## src/rtl/uart_pkg.sv

```systemverilog
// ============================================================================
// Module  : uart_pkg
// Brief   : Shared UART constants and the TX scheduler state encoding.
// Revision: 1.0 - initial release
// ============================================================================
`default_nettype none

package uart_pkg;

    localparam int DATA_W      = 8;
    localparam int SCHED_CNT_W = 8;

    typedef enum logic [0:0] {
        IDLE = 1'b0,
        XFER = 1'b1
    } sched_state_e;

endpackage

`default_nettype wire

```

## src/rtl/rr_pick.sv

```systemverilog
// ============================================================================
// Module  : rr_pick
// Brief   : Rotate-priority encoder: first set request at or above ptr, wrapping.
// Revision: 1.0 - initial release
// ============================================================================
`default_nettype none

module rr_pick #(
    parameter int NUM_REQ = 4
) (
    input  logic [NUM_REQ-1:0]         req,
    input  logic [$clog2(NUM_REQ)-1:0] ptr,
    output logic                       found,
    output logic [$clog2(NUM_REQ)-1:0] idx
);

    localparam int IDX_W = $clog2(NUM_REQ);

    logic [IDX_W-1:0] cand;

    always_comb begin
        found = 1'b0;
        idx   = '0;
        cand  = '0;
        for (int i = 0; i < NUM_REQ; i++) begin
            cand = IDX_W'((int'(ptr) + i) % NUM_REQ);
            if (!found && req[cand]) begin
                found = 1'b1;
                idx   = cand;
            end
        end
    end

endmodule

`default_nettype wire

```

## src/rtl/uart_tx_scheduler.sv

```systemverilog
// ============================================================================
// Module  : uart_tx_scheduler
// Brief   : Round-robin, frame-locked sharing of one uart_tx among NUM_REQ sources.
// Revision: 1.0 - initial release
// ============================================================================
`default_nettype none

module uart_tx_scheduler #(
    parameter int NUM_REQ       = 4,
    parameter int DATA_W        = uart_pkg::DATA_W,
    parameter int MAX_BURST     = 4,
    parameter int STALL_TIMEOUT = 16
) (
    input  logic                       clk,
    input  logic                       rst_n,
    input  logic [NUM_REQ-1:0]         req_valid,
    input  logic [NUM_REQ*DATA_W-1:0]  req_data,
    input  logic [NUM_REQ-1:0]         req_last,
    output logic [NUM_REQ-1:0]         req_ready,
    output logic                       tx_valid,
    output logic [DATA_W-1:0]          tx_data,
    input  logic                       tx_ready,
    output logic [$clog2(NUM_REQ)-1:0] grant_id,
    output logic                       busy,
    output logic                       stall_err
);

    import uart_pkg::*;

    localparam int               IDX_W     = $clog2(NUM_REQ);
    localparam logic [IDX_W-1:0] LAST_IDX  = IDX_W'(NUM_REQ - 1);
    localparam logic [SCHED_CNT_W-1:0] BURST_END = SCHED_CNT_W'(MAX_BURST - 1);
    localparam logic [SCHED_CNT_W-1:0] STALL_END = SCHED_CNT_W'(STALL_TIMEOUT - 1);
    localparam logic [SCHED_CNT_W-1:0] STALL_SAT = SCHED_CNT_W'(STALL_TIMEOUT);

    sched_state_e           state;
    logic [IDX_W-1:0]       rr_ptr;
    logic [IDX_W-1:0]       next_ptr;
    logic [IDX_W-1:0]       pick_idx;
    logic                   pick_found;
    logic [SCHED_CNT_W-1:0] burst_cnt;
    logic [SCHED_CNT_W-1:0] stall_cnt;
    logic                   owner_valid;
    logic                   owner_last;
    logic                   beat;

    rr_pick #(
        .NUM_REQ (NUM_REQ)
    ) u_rr_pick (
        .req   (req_valid),
        .ptr   (rr_ptr),
        .found (pick_found),
        .idx   (pick_idx)
    );

    assign busy     = (state == XFER);
    assign next_ptr = (grant_id == LAST_IDX) ? '0 : grant_id + 1'b1;

    // Output mux is gated by busy so nothing reaches uart_tx while idle or in reset.
    always_comb begin
        owner_valid = req_valid[grant_id];
        owner_last  = req_last[grant_id];
        tx_valid    = busy & owner_valid;
        tx_data     = busy ? req_data[int'(grant_id)*DATA_W +: DATA_W] : '0;
        req_ready   = '0;
        if (busy) begin
            req_ready[grant_id] = tx_ready;
        end
        beat        = tx_valid & tx_ready;
    end

    always_ff @(posedge clk or negedge rst_n) begin
        if (!rst_n) begin
            state     <= IDLE;
            rr_ptr    <= '0;
            grant_id  <= '0;
            burst_cnt <= '0;
            stall_cnt <= '0;
            stall_err <= 1'b0;
        end else begin
            stall_err <= 1'b0;
            case (state)
                IDLE: begin
                    if (pick_found) begin
                        grant_id  <= pick_idx;
                        burst_cnt <= '0;
                        stall_cnt <= '0;
                        state     <= XFER;
                    end
                end
                XFER: begin
                    if (beat) begin
                        stall_cnt <= '0;
                        if (owner_last || (burst_cnt == BURST_END)) begin
                            burst_cnt <= '0;
                            rr_ptr    <= next_ptr;
                            state     <= IDLE;
                        end else begin
                            burst_cnt <= burst_cnt + 1'b1;
                        end
                    end else if (!owner_valid) begin
                        // Backpressure (valid high, tx_ready low) holds stall_cnt.
                        if (stall_cnt == STALL_END) begin
                            stall_cnt <= STALL_SAT;
                            stall_err <= 1'b1;
                            burst_cnt <= '0;
                            rr_ptr    <= next_ptr;
                            state     <= IDLE;
                        end else begin
                            stall_cnt <= stall_cnt + 1'b1;
                        end
                    end
                end
                default: state <= IDLE;
            endcase
        end
    end

endmodule

`default_nettype wire

```

## config.mk

```make
export PLATFORM = sky130hd
export DESIGN_NAME = uart_tx_scheduler
export DESIGN_NICKNAME = d
export VERILOG_FILES = /design/src/rtl/uart_pkg.sv /design/src/rtl/rr_pick.sv /design/src/rtl/uart_tx_scheduler.sv
export SDC_FILE = /design/constraint.sdc
export NUM_CORES = 1
export LEC_CHECK = 0
export CAP_MARGIN = 40
export CORE_UTILIZATION = 40
export CTS_BUF_LIST = sky130_fd_sc_hd__clkbuf_16
export CTS_CLUSTER_DIAMETER = 60
export DETAILED_ROUTE_END_ITERATION = 8
export GPL_TIMING_DRIVEN = 1
export PLACE_DENSITY = 0.73
export SYNTH_ARGS = -nofsm -noshare
export SYNTH_HDL_FRONTEND = slang
export SYNTH_SLANG_ARGS = --single-unit
export TNS_END_PERCENT = 30
```

## constraint.sdc

```tcl
create_clock -name clk -period 2.85 [get_ports clk]
set_input_delay 0.57 -clock clk [delete_from_list [all_inputs] [get_ports clk]]
set_output_delay 0.57 -clock clk [all_outputs]
set_load 0.1 [all_outputs]
```

==> results.py <==
metrics = {
    "grt": {
        "grt.busiest_layer": "met2",
        "grt_first_pass_wirelength_mm": 7.57,
        "grt_overflow": 0,
        "grt_max_degree": 23,
        "grt_pass1_vias": 1536,
        "antenna_found_initial": 0,
        "use_met2": 0.406,
        "grt_use_met1": 0.288,
        "use_met3": 0.0431,
        "grt_use_total": 0.229,
    },
    "clocking": {
        "cts_resized": 0,
        "cts_root_buf": "clkbuf_16",
        "numCtsBuffers": 3,
        "cts_setup_buffers": 0,
        "clock_path_buffers": 2,
        "cts_tree": "done",
        "clock_sinks": 22,
        "htreeDepth": 1,
        "clock_latency_ns": 0.26,
        "holdBufCountCts": 0,
        "cts.clk_slew.worst_paths_ns": 0.06,
    },
    "timing": {
        "finalCriticalPeriod_ns": 2.61,
        "hold_violations": 0,
        "tightest_slew_ns": 0.620,
        "tns_ns": 0,
        "clock_skew_ns": 0.00542,
        "slew_headroom": 0.587,
        "holdWs_ns": 0.527,
        "rsz0062_at_grt": "no",
        "setup_viol": 0,
        "fmaxAchievable_mhz": 383,
        "layout_worst_path_cycle_share": 0.916,
        "slew_violations": 0,
    },
    "drt": {
        "vias": 1568,
        "initialDrtViolationCount": 121,
        "viasPerCell": 5.54,
        "finalWirelength_mm": 4.47,
        "drtPass1Iterations": 6,
        "wl_per_cell_um": 15.8,
        "drc_errors": 2,
        "drt.antenna.violating_nets": 0,
    },
    "pwr": {
        "power_density_nw_per_um2": 1070,
        "p_leak_nw": 1.03,
        "ir_drop_mv": 0.853,
    },
    "critical_path": {
        "critical_path_class": "in -> out",
        "rrSetupSlack_ns": 0.61,
        "cp-start-kind": "primary input",
        "arrival_ns": 2.04,
        "cp_data_required_time_ns": 2.28,
        "end_kind": "primary output",
        "worstPathMaxFanout": 7,
        "rr_worst_depth": 4,
    },
    "logic_synthesis": {
        "ys_async_sr_fraction": 1.00,
        "synth_area_sq_um": 1650,
        "synth-edff-count": 0,
        "synth_area_leader_cell": "dfrtp_1",
        "ys_top_cells_by_count": "dfrtp_1 (22), inv_1 (12), nand3_1 (11), o21ai_0 (11)",
        "yosys.cell_types.count": 38,
        "syn_inst": 170,
        "yosysWarnings": 0,
        "ys_ff_latch": 22,
        "netlist.area_leader.share": 0.333,
        "ys.flop_type": "dfrtp_1",
        "synth_area_leaders": "dfrtp_1 (33%), mux4_2 (14%), ha_1 (4.5%)",
        "yosysSeqAreaShare": 0.333,
        "syn_nets": 219,
        "yosysMostFrequentCell": "dfrtp_1",
        "syn-mean-instance-area_sq_um": 9.72,
    },
    "floorplanning": {
        "coreArea_sq_um": 3970,
        "core.rowCount": 23,
        "die-area_sq_um": 4390,
        "io_pins": 60,
        "start_util": 0.416,
        "die_x_um": 66.3,
        "die_h_um": 66.3,
    },
    "cells_and_area": {
        "area_delta_synth_final_pct": 52.6,
        "diodes": 0,
        "drive_gt1_frac": 0.193,
        "finalNetCount": 283,
    },
    "run_status": {
        "status": "complete, but fails checks",
        "violations": "DRC",
    },
    "place": {
        "hpwl_mm": 3.48,
        "place_congestion": 0.830,
        "numPortBuffers": 59,
    },
    "job": {
        "max_cap_violations": 0,
    },
    "worst_hold_path": {
        "hold_path.class": "reg -> reg",
        "hold_depth": 1,
    },
}
-- layout by cell type, fill, tap and decap left out, types with 6 or more instances in the layout --
cell	count
inv_1	12
and2_1	10
dfrtp_1	20
buf_12	13
and3_1	7
mux2i_1	6
clkdlybuf4s50_1	42
nand3_1	11
o21ai_0	11
ha_1	6
nor2_1	8
buf_4	11
mux4_2	10
nand2_1	10
a21oi_1	6
-- metrics by stage --
step / power [W] / worst slack (ns) / util / std cells / cell area [sq um]
floorplan: 0.00176 / 0.0368 / - / 170 / 1660
global placement: 0.00239 / 0.178 / 0.615 / 279 / 2440
detailed placement: 0.00240 / 0.134 / 0.615 / 279 / 2440
CTS: 0.00270 / 0.250 / 0.635 / 283 / 2520
global route: 0.00281 / 0.192 / 0.635 / 283 / 2520
finish: 0.00269 / 0.239 / 0.635 / 283 / 2520
-- sequential cells by signal, indices dropped and copies added, names as in the netlist --
signal / flops
burst_cnt: 8
stall_cnt: 8
grant_id: 2
rr_ptr: 2
busy: 1
stall_err: 1
-- metal layers --
metal | share of wire | vias to the layer above
met5 | 0 | -
li1 | - | 775
met1 | 0.44 | 767
met4 | 0.0043 | 0
met2 | 0.53 | 24
met3 | 0.023 | 2
-- cell type report --
type                       instances  area, sq um
multi-input combinational        129         1020
timing repair buffer              66          763
sequential                        22          553
inverter                          12         45.0
fill                             326         1450
clock buffer                       3         75.1
tap                               50         62.6
clock inverter                     1         3.75
-- logic make-up after synthesis --
logic type,Yosys count,synth area share
buffers and inverters,19,0.0500
AO/OA/AOI/OAI,38,0.164
multiplexers,18,0.186
flip-flops,22,0.333
AND/OR/NAND/NOR,66,0.216
XOR/XNOR,1,0.00530
adder cells (fa/ha/maj),6,0.0454
-- critical path: stages --
cell and delay (ns):
clkdlybuf4s50_1 0.47, mux4_2 0.57, and2_1 0.24, buf_12 0.18
-- power breakdown --
| group | switching (W) | internal [W] |
|---|---|---|
| Clock | 0.000113 | 0.000187 |
| Sequential | 0.000150 | 0.000373 |
| Combinational | 0.00115 | 0.000716 |
| Total | 0.00141 | 0.00128 |
-- worst paths after layout --
kind                                               start                  endpoint
worst min register to register  burst_cnt[0]$_DFFE_PN0P_  burst_cnt[0]$_DFFE_PN0P_
worst max register to register   grant_id[0]$_DFFE_PN0P_     rr_ptr[0]$_DFFE_PN0P_
worst max-delay path                        req_valid[1]                  tx_valid
worst min-delay path            burst_cnt[0]$_DFFE_PN0P_  burst_cnt[0]$_DFFE_PN0P_
max in group asynchronous                          rst_n   grant_id[1]$_DFFE_PN0P_
min in group asynchronous                          rst_n  burst_cnt[3]$_DFFE_PN0P_
Power figures use the tool's default switching activity.
